**src/rtl/regfile_scoreboard.sv**
```systemverilog
// Multi-read-port integer register file with per-register busy scoreboard.
// Decode reserves destinations (busy bits), writeback writes data and releases them.
// Register 0 reads as zero, is never written and is never busy.
module regfile_scoreboard #(
    parameter int XLEN   = 32,
    parameter int NREGS  = 32,
    parameter int NRD    = 2,
    parameter int BYPASS = 1,
    localparam int AW    = $clog2(NREGS),
    localparam int CW    = $clog2(NREGS + 1)
) (
    input  logic                clk,
    input  logic                rst_n,
    input  logic [NRD*AW-1:0]   rd_addr,
    output logic [NRD*XLEN-1:0] rd_data,
    output logic [NRD-1:0]      rd_busy,
    input  logic                wr_en,
    input  logic [AW-1:0]       wr_addr,
    input  logic [XLEN-1:0]     wr_data,
    input  logic                rsv_en,
    input  logic [AW-1:0]       rsv_addr,
    output logic                rsv_ok,
    output logic [CW-1:0]       pending_cnt
);

    logic [XLEN-1:0]  r_regs [NREGS];
    logic [NREGS-1:0] r_busy;
    logic [CW-1:0]    r_cnt;

    logic w_wr;       // effective write (x0 filtered out)
    logic w_rsv_set;  // granted reservation that targets a real register
    logic w_inc;
    logic w_dec;

    assign w_wr      = wr_en && (wr_addr != '0);
    // Gated by rst_n so that no grant is visible while the scoreboard is held in reset.
    assign rsv_ok    = rst_n && rsv_en &&
                       ((rsv_addr == '0) || !r_busy[rsv_addr] || (wr_en && (wr_addr == rsv_addr)));
    assign w_rsv_set = rsv_ok && (rsv_addr != '0);
    // A same-register write+reserve keeps the bit set, so neither side counts.
    assign w_inc     = w_rsv_set && !r_busy[rsv_addr];
    assign w_dec     = w_wr && r_busy[wr_addr] && !(w_rsv_set && (rsv_addr == wr_addr));

    assign pending_cnt = r_cnt;

    // Asynchronous read ports with optional same-cycle write forwarding.
    for (genvar g = 0; g < NRD; g++) begin : g_rd
        logic [AW-1:0] w_ra;
        logic          w_zero;
        logic          w_byp;
        assign w_ra   = rd_addr[g*AW +: AW];
        assign w_zero = (w_ra == '0);
        assign w_byp  = (BYPASS != 0) && rst_n && wr_en && (wr_addr == w_ra);
        assign rd_data[g*XLEN +: XLEN] = w_zero ? '0 : (w_byp ? wr_data : r_regs[w_ra]);
        assign rd_busy[g]              = w_zero ? 1'b0 : (w_byp ? 1'b0 : r_busy[w_ra]);
    end

    // Register array: writeback stores data, x0 is never written.
    always_ff @(posedge clk or negedge rst_n) begin
        if (!rst_n) begin
            for (int unsigned i = 0; i < NREGS; i++) begin
                r_regs[i] <= '0;
            end
        end else if (w_wr) begin
            r_regs[wr_addr] <= wr_data;
        end
    end

    // Busy bits: release on write, then set on reservation so a same-register reserve wins.
    always_ff @(posedge clk or negedge rst_n) begin
        if (!rst_n) begin
            r_busy <= '0;
        end else begin
            if (w_wr) begin
                r_busy[wr_addr] <= 1'b0;
            end
            if (w_rsv_set) begin
                r_busy[rsv_addr] <= 1'b1;
            end
        end
    end

    // Pending counter tracks popcount(busy) by applying the net change each edge.
    always_ff @(posedge clk or negedge rst_n) begin
        if (!rst_n) begin
            r_cnt <= '0;
        end else begin
            case ({w_inc, w_dec})
                2'b10:   r_cnt <= r_cnt + CW'(1);
                2'b01:   r_cnt <= r_cnt - CW'(1);
                default: r_cnt <= r_cnt;
            endcase
        end
    end

endmodule

```
**config.mk**
```make
export PLATFORM = sky130hd
export DESIGN_NAME = regfile_scoreboard
export DESIGN_NICKNAME = d
export VERILOG_FILES = /design/src/rtl/regfile_scoreboard.sv
export SDC_FILE = /design/constraint.sdc
export NUM_CORES = 2
export LEC_CHECK = 0
export BUFFER_PORTS_ARGS = -buffer_cell sky130_fd_sc_hd__buf_2
export CAP_MARGIN = 20
export CORE_ASPECT_RATIO = 1.75
export CORE_MARGIN = 5
export CORE_UTILIZATION = 60
export CTS_CLUSTER_SIZE = 28
export DETAILED_ROUTE_END_ITERATION = 16
export PLACE_DENSITY_LB_ADDON = 0.12
export SLEW_MARGIN = 0
export SYNTH_ARGS = -nofsm -noshare
export SYNTH_HDL_FRONTEND = slang
export SYNTH_SLANG_ARGS = --single-unit
```
**constraint.sdc**
```tcl
create_clock -name clk -period 3.86 [get_ports clk]
set_clock_uncertainty 0.2 [all_clocks]
set_input_delay 0 -clock clk [delete_from_list [all_inputs] [get_ports clk]]
set_output_delay 0 -clock clk [all_outputs]
set_load 0.005 [all_outputs]
```
Yosys cells after proc, flatten, opt, wreduce, memory -nomap -nowiden

Index checks and enable logic that the tools add are counted.

Flip-flop bits (word level): 1062
Logic and storage cells: 115
Bits of input ports: 56

Reductions and logical operators: 25
Equality and inequality tests: 6
Multiplexer cells: 32
Bitwise gates (word level): 6
Add/subtract/negate cells: 2
Order comparisons: 10

Operator list:

| kind                  | count |
|---|---|
| $bwmux W1024          | 1 |
| $mux W32              | 11 |
| $bmux W32 S5          | 2 |
| $demux W32 S5         | 1 |
| $and A32 B32 Y32      | 1 |
| $not A32 Y32          | 1 |
| $or A32 B32 Y32       | 1 |
| $lt A5 B6 Y1 const B  | 4 |
| $bmux W1 S5           | 4 |
| $eq A5 B5 Y1          | 4 |
| $ge A6 B6 Y1 const B  | 3 |
| $not A5 Y6            | 3 |
| $logic_and A1 B1 Y1   | 15 |
| $logic_not A5 Y1      | 3 |
| $pmux W6 S2           | 1 |
| $demux W1 S5          | 2 |
| $ge A5 B1 Y1 const B  | 2 |
| $mux W1               | 10 |
| $reduce_bool A5 Y1    | 2 |
| $add A6 B1 Y6 const B | 1 |
| $lt A6 B1 Y1 const B  | 1 |
| $sub A6 B1 Y6 const B | 1 |
| $eq A2 B1 Y1 const B  | 1 |
| $eq A2 B2 Y1 const B  | 1 |
| 3 further kinds       | 5 |

Longest topological paths before layout

Word-level depth: 12
Gate-level depth with buffers: 16

Worst setup path after synthesis

OpenSTA, ideal clock, no wires.

Kind: input port to flip-flop
Start point: in wr_addr[0]
End point: reg r_cnt[5], in the netlist pending_cnt[5]
Setup time: 0.143 ns
Required time: 3.517 ns
Stages: 14
Slack: 0.777 ns
Arrival time: 2.740 ns
Cell sequence: buf_2 buf_2 mux2_2 a21oi_1 o221ai_1 nor4_1 nor3_1 ha_1 ha_1 a21o_1 a21oi_1 o21bai_1 o311ai_0 xor2_1

Longest elaborated chain between the ends: 10
Elaborated cells between the ends (all ways): 19
Classes of those cells: eq/ne: 4; mux: 3; reduce/logical: 12

Ends and longest elaborated chain:

| element                                                              | line | source |
|---|---|---|
| from (decl)                                                          | 18   | `input logic [AW-1:0] wr_addr,` |
| parallel branches: the longest is 10 deep, another holds $pmux W6 S2 | n/a  |  |
| to (signal assigned)                                                 | 89   | `2'b10: r_cnt <= r_cnt + CW'(1);` |
| to (signal assigned)                                                 | 90   | `2'b01: r_cnt <= r_cnt - CW'(1);` |
| to (signal assigned)                                                 | 91   | `default: r_cnt <= r_cnt;` |
| to (decl)                                                            | 28   | `logic [CW-1:0] r_cnt;` |

Parallel ways; which one is timed is not known. The select of a mux whose other input is x is not followed.
A chain may end at the register's enable or synchronous reset.

Final worst setup path

Start point: in rsv_addr[1]
End point: reg r_busy[4]

Longest elaborated chain between the ends: 8
Elaborated cells between the ends (all ways): 18
Classes of those cells: order compare: 2; eq/ne: 1; mux: 5; bitwise: 1; reduce/logical: 9

Ends and longest elaborated chain:

| element                                                              | line | source |
|---|---|---|
| from (decl)                                                          | 21   | `input logic [AW-1:0] rsv_addr,` |
| parallel branches: the longest is 7 deep, another holds $lt A5 B6 Y1 | n/a  |  |
| $mux W32 (*)                                                         | 77   | `if (w_rsv_set) begin` |
| to (signal assigned)                                                 | 72   | `r_busy <= '0;` |
| to (signal, indexed assignment)                                      | 75   | `r_busy[wr_addr] <= 1'b0;` |
| to (signal, indexed assignment)                                      | 78   | `r_busy[rsv_addr] <= 1'b1;` |
| to (decl)                                                            | 27   | `logic [NREGS-1:0] r_busy;` |

Mark *: on every way between the ends. The select of a mux whose other input is x is not followed.

==> impl_summary.txt <==
----------------------------------------------------
[Global route]
  Combined global-route utilization of all metal layers ... between 30% and 40%
  Wire length of the first global-routing pass ... 291 mm
  Via count of the first global-routing pass ... ~42000
  Initial antenna violation count ... 7
  Total grt overflow ... 0
  Largest net degree at the start of global routing ... 186

[Detailed routing]
  Routed wire length per instance ... ~37 µm
  Initial DRC Count ... about 4300
  Vias per cell ... between 7 and 8
  Total number of vias ... just under 40000
  First-pass iteration count of the detailed router ... 6
  Antenna-violating nets left ... 0
  Detailed Route WL ... between 150 and 200 mm
  DRC viols ... 0

[Run]
  Max-cap check violation count ... 0

[Die]
  Total Die Area ... about 0.10 mm²
  # IOs ... 129
  Effective utilization at floorplan ... 60.3%
  FP Rows ... between 150 and 200
  Die extent in x ... ~250 µm
  Core Footprint ... roughly 0.097 mm²
  Die extent in y ... between 400 and 500 µm

[Pwr]
  Pwr Density ... between 500 and 600 mW/mm²
  Final Power ... 32600 µW
  Reported leakage power ... 0.0281 µW
  Maximum resistive drop on vdd ... 0.463 mV

[Worst hold path]
  Start point of the worst hold path ... wr_addr[1]
  Worst hold path endpoint ... r_regs[294]
  Cell count of the worst hold path ... 5
  Kind of path behind the tightest hold check ... in -> reg

[Placed design]
  HPWL after DPL ... 124 mm
  Final GP Congestion ... roughly 0.89
  Count of input and output buffers ... ~130
  DP Worst Slack ... ~0.23 ns
  Post-placement cell count ... slightly above 5000

[Finish]
  P&R area growth vs syn ... 10.7%
  Layout cell share with drive strength beyond 1 ... between 50% and 60%
  Net count, final ... around 4000
  Layout filler cell count ... roughly 6900
  Final instance count without filler cells ... about 5400

[Logic synthesis]
  Commonest register cell after synthesis ... dfrtp_1
  Post-synthesis cell type with the largest combined area ... dfrtp_1
  Post-Syn Nets ... 4029
  Async set or reset register ratio after synthesis ... 100%
  Count of flip-flops with a built-in enable after synthesis ... 0
  Total of warnings raised by yosys ... 0
  Synthesis-stage register bit count ... 1062
  Cell variety after synth ... 70
  Largest cells by area after synthesis ... dfrtp_1 (46%), mux2_2 (20%), mux4_2 (19%), mux2i_1 (3.2%), clkbuf_1 (1.5%)
  Cell area after synthesis ... approximately 0.058 mm²
  Seq/Total Area, Yosys ... roughly 46%
  Share of the synthesized area in the top cell type ... between 40% and 50%
  Most used standard cell by instance count after synthesis ... dfrtp_1
  Synthesized area per cell ... approximately 15 µm²
  Most frequent cells after synthesis ... dfrtp_1 (1062), mux2_2 (1042), mux4_2 (504), clkbuf_1 (235), mux2i_1 (186)
  Gate Count Post-Synth ... between 3000 and 4000

[Worst setup path]
  Required time at the endpoint of the critical path ... between 4 and 5 ns
  Highest fanout seen on the critical path ... 28
  Start-to-end type of the worst setup path ... in -> reg
  Critical path cell sequence ... dlygate4sd3_1, buf_2, buf_4, mux4_2, a22oi_2, nand2_2, a211oi_4, dlygate4sd3_1, a22o_1
  Number of buffers and inverters on the critical path ... 4
  Path depth of the worst reg2reg path ... 6
  Launching point of the worst reg2reg path ... r_busy[27]
  Capture instance of the worst register-to-register path ... r_busy[4]
  Worst EP arrival ... approximately 4.0 ns
  Critical Path Slowest Stage Cell ... dlygate4sd3_1
  Crit path max-delay family ... buffers and inverters
  Flop-to-flop setup slack ... 0.45 ns
  Nature of the critical path startpoint ... input pin
  Setup crit end kind ... register
  Delay contributed by the slowest stage of the critical path ... 1.15 ns
  CP dominant cell by count ... dlygate4sd3_1

[Timing]
  Final max-slew violation count ... 0
  Worst Setup Slack, final ... approximately 0.33 ns
  Top achievable clock speed ... approximately 0.28 GHz
  Unrepaired setup endpoints after global routing ... false
  Total negative setup slack ... 0 ns
  Final Cycle Share ... slightly above 90%
  Max-slew headroom at the worst pin ... 27.4%
  Setup violation total in the final timing report ... 0
  Actual slew at the worst max-slew pin ... about 1.1 ns
  Minimum clock period ... around 3.5 ns
  Final number of hold-violating endpoints ... 0

[Clocking]
  Clock-pin slew on the worst setup and hold paths ... roughly 0.07 ns
  CTS H-tree depth ... 3
  TritonCTS sink count ... between 1000 and 1500
  Clock tree from TritonCTS ... built
  Number of CTS-inserted buffers ... approximately 100
  Insertion delay of the later-clocked pin in the worst-skew pair ... 0.72 ns
  Clock tree root driver cell ... clkbuf_16
  Longest Clk Path Bufs ... 3

[Status]
  Run status ... finished clean

----------------------------------------------------
-- worst max-delay path by stage --
| stage | from | endpoint | slack, ns | cells past startpoint |
|---|---|---|---|---|
| final | rsv_addr[1] | r_busy[4] | 0.33 | 9 |
| after global routing | rst_n | r_regs[452] | 0.05 | 7 |
| after global placement | rsv_addr[1] | pending_cnt[5] | 0.18 | 13 |
| after detailed placement | rsv_addr[1] | pending_cnt[5] | 0.23 | 14 |
| after floorplan | wr_addr[0] | pending_cnt[5] | 0.78 | 14 |
| after CTS | rst_n | r_regs[812] | 0.07 | 6 |
-- power breakdown --
group,switching [µW],internal (µW)
Combinational,3040,4250
Clock,4520,5800
Sequential,1690,13300
-- placed cells by master (no fill, tap or decap), drive strengths merged, types with 5 or more instances in the layout --
cell type       n
nor2          115
bufinv          6
a21o            6
o21ai          66
a22o           25
ha              5
nor3           17
mux2         1042
a211oi         15
mux2i         186
nand3b          8
o31ai          15
dlygate4sd3    54
nand2b          8
buf           318
diode           6
nand3          16
a22oi          22
nor4            5
a32o           18
xnor2          11
clkinv         25
nor2b          12
inv            25
nor3b          10
clkbuf        150
a21oi          33
xor2            9
o22ai          39
a32oi          12
a221o          16
o221ai         17
and3            6
mux4          505
dfrtp        1062
o211ai         10
nand2          82
a221oi         44
-- repair_timing --
action | in CTS | in global routing
setup buffers | 0 | 0
resized for setup | 0 | 1
hold buffers | 54 | 0
hold endpoints to repair | 1617 | 0
endpoints found under the setup margin | 0 | 34
-- sequential cells by signal, indices dropped and copies added (netlist names) --
signal,flops
pending_cnt,6
r_busy,32
r_regs,1024
-- worst min-delay path, stage by stage --
cell and delay (ns):
buf_2 0.20, nand2_1 0.10, or2_2 0.30, nor2_4 0.14, mux2_2 0.23
-- cells by family after synthesis --
group / share of synthesized area, %
adders and majority gates: 0.142
DFF: 45.6
and+or+nand+nor: 2.40
AOI/OAI and AO/OA: 4.62
muxes: 42.8
buffers and inverters: 4.09
xor gates and xnor gates: 0.301
-- through the flow --
stage | area (µm²) | hold WS (ns) | util (%)
5_1_grt | 64500 | 0.101 | 66.7
3_5_place_dp | 60500 | -0.00651 | 62.5
4_1_cts | 64400 | 0.0255 | 66.6
3_3_place_gp | 60500 | -0.0152 | 62.5
6_report | 64500 | 0.0769 | 66.7
2_1_floorplan | 58300 | -0.496 | -
-- layout make-up --
class | count | area (µm²) | share of cell area [%]
Multi-Input combinational cell | 2422 | 29500 | 45.8
Sequential cell | 1062 | 26600 | 41.2
Timing Repair Buffer | 372 | 3230 | 5.01
Clock buffer | 150 | 3000 | 4.66
Tap cell | 1300 | 1630 | 2.52
Clock inverter | 34 | 408 | 0.632
Inverter | 26 | 98.8 | 0.153
Antenna cell | 6 | 15.0 | 0.0233
-- metal layers --
metal | track usage [%] | vias to the layer above | share of wire [%] | routed length (µm)
met4 | 25.7 | 0 | 8.5 | 17000
li1 | - | 15400 | - | -
met1 | 48.4 | 21200 | 36 | 70700
met2 | 60.6 | 2251 | 48 | 95500
met3 | 6.74 | 780 | 7.9 | 15800
met5 | 0 | - | 0 | 0
No activity file was read; power rests on OpenSTA's default activity.
